===== src/rtl/divider_pkg.sv =====
// Shared types and sizing helpers for the
// restoring divider and its subtractor.
package divider_pkg;

  typedef enum logic [1:0] {
    IDLE = 2'd0,
    RUN  = 2'd1,
    DONE = 2'd2
  } div_state_e;

  // Iteration counter must hold 0..WIDTH-1
  // with one spare bit of headroom.
  function automatic int cnt_width(input int w);
    return $clog2(w) + 1;
  endfunction

endpackage


===== src/rtl/divider_sub.sv =====
// Plain W-bit subtractor; the MSB of diff
// is the borrow when operands are W-1 bits wide.
// Ports: a, b (operands), diff = a - b.
module divider_sub #(
  parameter int W = 33
) (
  input  logic [W-1:0] a,
  input  logic [W-1:0] b,
  output logic [W-1:0] diff
);

  assign diff = a - b;

endmodule


===== src/rtl/divider.sv =====
// Unsigned restoring shift-subtract divider.
// Ports: clk, reset (async low), start,
// dividend, divisor -> quotient, remainder,
// busy, done, div_by_zero.
module divider
  import divider_pkg::*;
#(
  parameter int WIDTH = 32
) (
  input  logic             clk,
  input  logic             reset,
  input  logic             start,
  input  logic [WIDTH-1:0] dividend,
  input  logic [WIDTH-1:0] divisor,
  output logic [WIDTH-1:0] quotient,
  output logic [WIDTH-1:0] remainder,
  output logic             busy,
  output logic             done,
  output logic             div_by_zero
);

  localparam int CW = cnt_width(WIDTH);
  localparam logic [CW-1:0] LAST =
    CW'(WIDTH - 1);

  div_state_e       state_q, state_d;
  logic [CW-1:0]    cnt_q, cnt_d;
  logic [WIDTH-1:0] rem_q, rem_d;
  logic [WIDTH-1:0] quo_q, quo_d;
  logic [WIDTH-1:0] dsr_q, dsr_d;
  logic [WIDTH-1:0] quotient_q, quotient_d;
  logic [WIDTH-1:0] remainder_q, remainder_d;
  logic             dz_q, dz_d;

  logic [WIDTH:0]   shifted;
  logic [WIDTH:0]   trial;
  logic             borrow;
  logic [WIDTH-1:0] rem_nxt;
  logic [WIDTH-1:0] quo_nxt;

  // quo_q starts as the dividend, so its MSB
  // is the next dividend bit to bring in.
  assign shifted = {rem_q, quo_q[WIDTH-1]};

  divider_sub #(
    .W (WIDTH + 1)
  ) u_sub (
    .a    (shifted),
    .b    ({1'b0, dsr_q}),
    .diff (trial)
  );

  assign borrow  = trial[WIDTH];
  assign rem_nxt = borrow ? shifted[WIDTH-1:0]
                          : trial[WIDTH-1:0];
  assign quo_nxt = {quo_q[WIDTH-2:0], ~borrow};

  always_comb begin
    state_d     = state_q;
    cnt_d       = cnt_q;
    rem_d       = rem_q;
    quo_d       = quo_q;
    dsr_d       = dsr_q;
    quotient_d  = quotient_q;
    remainder_d = remainder_q;
    dz_d        = dz_q;
    unique case (state_q)
      IDLE, DONE: begin
        if (start) begin
          if (divisor == '0) begin
            state_d     = DONE;
            quotient_d  = '1;
            remainder_d = dividend;
            dz_d        = 1'b1;
          end else begin
            state_d = RUN;
            cnt_d   = '0;
            rem_d   = '0;
            quo_d   = dividend;
            dsr_d   = divisor;
          end
        end else begin
          state_d = IDLE;
        end
      end
      RUN: begin
        cnt_d = cnt_q + CW'(1);
        rem_d = rem_nxt;
        quo_d = quo_nxt;
        if (cnt_q == LAST) begin
          state_d     = DONE;
          quotient_d  = quo_nxt;
          remainder_d = rem_nxt;
          dz_d        = 1'b0;
        end
      end
      default: state_d = IDLE;
    endcase
  end

  always_ff @(posedge clk or negedge reset) begin
    if (!reset) begin
      state_q     <= IDLE;
      cnt_q       <= '0;
      rem_q       <= '0;
      quo_q       <= '0;
      dsr_q       <= '0;
      quotient_q  <= '0;
      remainder_q <= '0;
      dz_q        <= 1'b0;
    end else begin
      state_q     <= state_d;
      cnt_q       <= cnt_d;
      rem_q       <= rem_d;
      quo_q       <= quo_d;
      dsr_q       <= dsr_d;
      quotient_q  <= quotient_d;
      remainder_q <= remainder_d;
      dz_q        <= dz_d;
    end
  end

  assign quotient    = quotient_q;
  assign remainder   = remainder_q;
  assign div_by_zero = dz_q;
  assign busy        = (state_q == RUN);
  assign done        = (state_q == DONE);

endmodule


===== config.mk =====
export PLATFORM = sky130hd
export DESIGN_NAME = divider
export DESIGN_NICKNAME = d
export VERILOG_FILES = /design/src/rtl/divider_pkg.sv /design/src/rtl/divider_sub.sv /design/src/rtl/divider.sv
export SDC_FILE = /design/constraint.sdc
export NUM_CORES = 1
export LEC_CHECK = 0
export CORE_AREA = 4 4 155 157
export CTS_CLUSTER_SIZE = 14
export DETAILED_ROUTE_END_ITERATION = 10
export DIE_AREA = 0 0 159 161
export GPL_ROUTABILITY_DRIVEN = 0
export GPL_TIMING_DRIVEN = 0
export MAX_ROUTING_LAYER = met4
export PLACE_DENSITY = 0.72
export SYNTH_ARGS = -nofsm -noshare
export SYNTH_HDL_FRONTEND = slang
export SYNTH_HIERARCHICAL = 1
export SYNTH_SLANG_ARGS = --single-unit

===== constraint.sdc =====
create_clock -name clk -period 3 [get_ports clk]
set_input_delay 0.3 -clock clk [delete_from_list [all_inputs] [get_ports clk]]
set_output_delay 0.3 -clock clk [all_outputs]
set_load 0.02 [all_outputs]

== Word level (Yosys, flattened, before mapping) ==
Index checks and enable logic that the tools add are counted.

* Memory bits (read-only): 0
* Memories kept: 0
* Input port bits: 67
* Logic and storage cells: 52
* Bits in latches: 0
* Memory bits (writable): 0
* Flip-flop bits (word level): 169

* Reductions and logical operators: 7
* Bitwise operators: 2
* Eq/ne operators: 7
* Divide/modulo/power cells: 0
* Add/subtract/negate cells: 2
* Multiply operators: 0
* Order comparisons: 0
* Muxes and demuxes: 26
* Shift operators: 0

{| class="wikitable"
|+ Operators by type and width
! operator !! number
|-
| $mux 32 || 11
|-
| $pmux 32 s2 || 4
|-
| $sub 33x32->33 || 1
|-
| $logic_not 32->1 || 1
|-
| $mux 6 || 2
|-
| $pmux 6 s2 || 1
|-
| $add 6x1->6 const B || 1
|-
| $eq 6x5->1 const B || 1
|-
| $mux 2 || 3
|-
| $ne 2x2->1 const B || 3
|-
| $reduce_and 3->1 || 2
|-
| $pmux 2 s2 || 1
|-
| $reduce_and 4->1 || 1
|-
| $mux 1 || 3
|-
| $eq 2x1->1 const B || 1
|-
| $eq 2x2->1 const B || 1
|-
| $logic_not 2->1 || 1
|-
| $ne 2x1->1 const B || 1
|-
| $not 1->1 || 2
|-
| $pmux 1 s2 || 1
|-
| $reduce_bool 2->1 || 1
|-
| $reduce_or 2->1 || 1
|}

== Depth between registers and ports, before layout ==
* Word-level depth: 4
* Mapped depth: 16
* Gate-level depth less buffers: 14

== By module ==
Netlist, hierarchy kept.

{| class="wikitable"
|+ Modules (own cells, without submodules)
! module !! instances !! cells an instance !! seq. area each (um^2) !! area an instance (um^2)
|-
| divider || 1 || 668 || 4229.1 || 7385.8
|-
| divider_sub || 1 || 296 || 0.0 || 1976.9
|}

== Worst setup path before layout ==
OpenSTA, ideal clock, no wires.

* Path type: register to register
* Start point: register rem_q[27]
* End point: register remainder_q[10], in the netlist remainder[10]
* Stages on the path, launching flop included: 15
* Arrival: 2.977 ns
* Library setup time: 0.138 ns
* Setup slack: -0.115 ns
* Path buffers: 2
* Clock period less this slack: 3.115 ns
* Cell sequence: dfrtp_1 > ha_1 > a21o_1 > a21o_1 > o21bai_1 > a21o_1 > a211o_1 > a21oi_1 > xnor2_1 > clkbuf_1 > buf_2 > mux2i_1 > nor2_1 > a21oi_1 > o22ai_1

* Longest elaborated chain between the ends: 4

{| class="wikitable"
|+ RTL lines
! what !! RTL line !! source
|-
| start, declared || divider.sv:28 || <nowiki>logic [WIDTH-1:0] rem_q, rem_d;</nowiki>
|-
| start signal, assigned || divider.sv:114 || <nowiki>rem_q <= rem_d;</nowiki>
|-
| $sub 33x32->33 || divider_sub.sv:12 || <nowiki>assign diff = a - b;</nowiki>
|-
| net trial[32] || divider.sv:36 || <nowiki>logic [WIDTH:0] trial;</nowiki>
|-
| $mux 32 || divider.sv:54 || <nowiki>assign rem_nxt = borrow ? shifted[WIDTH-1:0]</nowiki>
|-
| $mux 32 || divider.sv:90 || <nowiki>if (cnt_q == LAST) begin</nowiki>
|-
| $pmux 32 s2 || divider.sv:67 || <nowiki>unique case (state_q)</nowiki>
|-
| end signal, assigned || divider.sv:118 || <nowiki>remainder_q <= remainder_d;</nowiki>
|-
| end, declared || divider.sv:32 || <nowiki>logic [WIDTH-1:0] remainder_q, remainder_d;</nowiki>
|}

The timed path passes the listed nets, and every way through them passes these cells. The select of a mux whose other input is x is not followed.
A chain may end at the register's enable or synchronous reset.

== Worst setup path in the final report ==
* Start point: register quo_q[31]
* End point: register remainder_q[3], in the netlist remainder[3]

* Longest elaborated chain between the ends: 4

{| class="wikitable"
|+ RTL lines
! what !! RTL line !! source
|-
| start, declared || divider.sv:29 || <nowiki>logic [WIDTH-1:0] quo_q, quo_d;</nowiki>
|-
| start signal, assigned || divider.sv:115 || <nowiki>quo_q <= quo_d;</nowiki>
|-
| $sub 33x32->33 || divider_sub.sv:12 ||
|-
| net trial[32] || divider.sv:36 ||
|-
| $mux 32 || divider.sv:54 ||
|-
| $mux 32 || divider.sv:90 ||
|-
| $pmux 32 s2 || divider.sv:67 ||
|}

The timed path passes the listed nets, and every way through them passes these cells. The select of a mux whose other input is x is not followed.

==> summary.md <==
| Metric | Value |
|---|---|
| Drc violations | 0 |
| First-pass DRT Iterations | 7 |
| First-iteration detailed-routing DRC count | 784 |
| Clk sinks | 169 |
| Routed length per instance | 19.0 um |
| Worst-Margin Slew | 651 ps |
| Critical path type | reg -> reg |
| RSZ-0062 raised after global routing | yes |
| CP Launch Type | register |
| CTS clk-pin slew, worst paths | 70 ps |
| Cell accounting for the most synthesized area | dfrtp_1 |
| CP Buf/Inv Count | 3 |
| Number of unique standard cell types used by synthesis | 58 |
| Vias | 8276 |
| Status | finished, violations left |
| Post-synth top area share | 45.2% |
| First-pass GRT wire length | 43400 um |
| Synth Cell Area | 0.00936 mm2 |
| Post-synth EDFFs | 0 |
| Die Y-Extent | 161 um |
| CTS root buf | clkbuf_16 |
| Fin nets | 1234 |
| #FFs+latches synth | 169 |
| Setup crit end kind | register |
| Endpoints failing setup | 64 |
| CORE AREA | 0.0225 mm2 |
| Critical path's top delay family | compound AO/OA/AOI/OAI gates |
| Synth area leaders | dfrtp_1, a211oi_1, nor2_1, ha_1, mux2_2 |
| Final total power | 17.4 mW |
| Setup WS pre-CTS | -560 ps |
| Starting Density | 41.6% |
| Slowest-stage cell, CP | dfrtp_1 |
| Final worst path period need | 3180 ps |
| Setup TNS | -8030 ps |
| Mapped Cells | 964 |
| Io pins | 134 |
| Largest net degree at the start of global routing | 125 |
| Slew Limit Fails | 0 |
| Layout cells sized above 1 | 17.5% |
| WL final | 27200 um |
| Critical Path, Cell by Cell | inv_1, ha_2, fa_2, nor2b_4, o2111ai_4, nand4_1, a221oi_2, nor2_2, a21oi_2, xnor2_1, clkbuf_8, clkbuf_16, mux2i_1, nor2_1, a21oi_1, o22ai_1 |
| CTS tree | yes |
| Hold Vio Cnt, Final | 0 |
| CTS max path bufs | 2 |
| Mean number of vias per cell | 5.78 |
| Antenna diodes | 0 |
| Ys async rst share | 100% |
| CTS buffer count | 17 |
| Fin worst setup slack | -185 ps |
| Worst EP arrival | 3480 ps |
| GRT overflow | 0 |
| Max Freq | 314 MHz |
| GRT Overall Usage | 21.4% |
| Remaining antenna violation count | 0 |
| Number of global-route vias before repair | 8252 |
| Initial antenna violation count | 0 |
| Sequential element share of the synthesized area | 45.2% |
| Mean Syn Cell Area | 9.71 um2 |
| Core Rows | 55 |
| Crit path largest cell delay | 430 ps |
| Die Area | 0.0256 mm2 |
| Max-cap viol count | 0 |
| Final critical-path share of the clock period | 106% |
| Max VDD drop | 0.614 mV |
| Fillers | 1948 |
| Crit path max fanout | 6 |
| H-tree depth | 4 |
| Skew final | 8.75 ps |
| Die Span X | 159 um |
| P per Cell Area | 1440 mW/mm2 |
| Port bufs | 133 |
| Syn. warnings | 6 |
| Post-synth top flop | dfrtp_1 |
| Worst-skew pair later-pin latency | 440 ps |
| Required time of the critical path | 3290 ps |
| Failing checks | setup timing |
| Hold Path Class | in -> async |
| WHS | 338 ps |
| Slew margin rel. | 56.2% |
| Leak | 5.13 nW |
| HPWL Detailed | 20200 um |
| Net Count, Synth | 1065 |
| Synth-to-Final Area Change | 28.9% |
==> final timing paths <==
kind | cells past startpoint | endpoint | from | slack (ps)
worst max-delay path | 16 | remainder[3] | quo_q[31] | -180
worst min-delay path | 2 | quotient[28] | reset | 340
worst max register to register | 16 | remainder[3] | quo_q[31] | -180
worst min register to register | 1 | div_by_zero | div_by_zero | 490
max in group asynchronous | 3 | rem_q[8] | reset | 1730
min in group clk | 1 | div_by_zero | div_by_zero | 490
==> timing repair <==
action                                 CTS  global route
buffers inserted                        15             3
setup endpoints to repair               66            64
resized for setup                       23            32
pin swaps                                9            13
cloned                                   0             1
hold buffers                             1             0
endpoints found under the hold margin   45             0
==> report_power, final <==
group | total (mW) | switching [mW] | internal (mW)
sequential | 4.28 | 0.873 | 3.41
clock | 2.23 | 1.03 | 1.20
combinational | 10.9 | 5.62 | 5.25
==> state kept, by name, indices dropped and copies added, names as in the netlist <==
| register | count |
|---|---|
| state_q | 2 |
| quo_q | 32 |
| dsr_q | 32 |
| remainder | 32 |
| div_by_zero | 1 |
| rem_q | 32 |
| quotient | 32 |
| cnt_q | 6 |
==> logic make-up (layout without fill, tap and decap cells) <==
logic type	after synthesis	after routing	share of synthesized area, %
AOI/OAI and AO/OA	303	303	23.4
and+or+nand+nor	241	241	11.2
DFF	169	169	45.2
buffers and inverters	120	302	5.25
muxes	65	65	7.38
adders and majority gates	34	34	4.62
xor gates and xnor gates	31	31	2.90
other	1	1	0.0401
==> cells in the final DEF (no fill, tap or decap), types with 32 or more instances in the layout <==
cell,count
dfrtp_1,169
clkdlybuf4s50_1,132
nor2_1,105
nand2_1,65
a211oi_1,63
a21oi_1,56
inv_1,50
clkbuf_1,36
o22ai_1,34
a31o_2,33
mux2_2,32
==> final cells by class <==
class	instances	area, um2	share of cell area (%)
plain buffers	66	344	2.85
clock buffers	18	439	3.64
clock inverters	14	158	1.31
inverters	50	188	1.56
multi-input cells	675	4820	39.9
flip-flops and latches	169	4230	35.0
well taps	285	357	2.95
repair buffers	154	1540	12.7
==> layer usage <==
metal  vias up  GRT usage [%]  wire length, um
met5         -              -                0
met4         0           8.17              748
met3        50           3.32             1740
met2       347           33.4            12700
met1      4031           28.4            12000
li1       3848              -                -
==> synthesized netlist by cell type, drive strengths merged (3+ instances only) <==
master,number
xor2,6
a31o,33
o22ai,35
nor4,9
a211oi,63
nand2,65
o22a,31
nor2b,7
nor2,116
a21o,14
clkbuf,41
and3,4
ha,33
dfrtp,169
o2111ai,3
buf,29
mux2i,33
o21ai,15
nor3,6
o221ai,3
inv,50
o211ai,4
mux2,32
xnor2,25
a221oi,3
and4,3
nand4,12
nand3,9
a31oi,6
a21oi,71
o21bai,8
o21a,3
nand2b,6
==> metrics by stage <==
stage / util [%] / cell area, um2 / instances
after global routing: 53.6 / 12100 / 1431
after CTS: 52.8 / 11900 / 1428
final: 53.6 / 12100 / 1431
after global placement: 49.1 / 11100 / 1382
after floorplan: - / 9370 / 964
after detailed placement: 49.3 / 11100 / 1383
(Power assumes the default switching activity.)
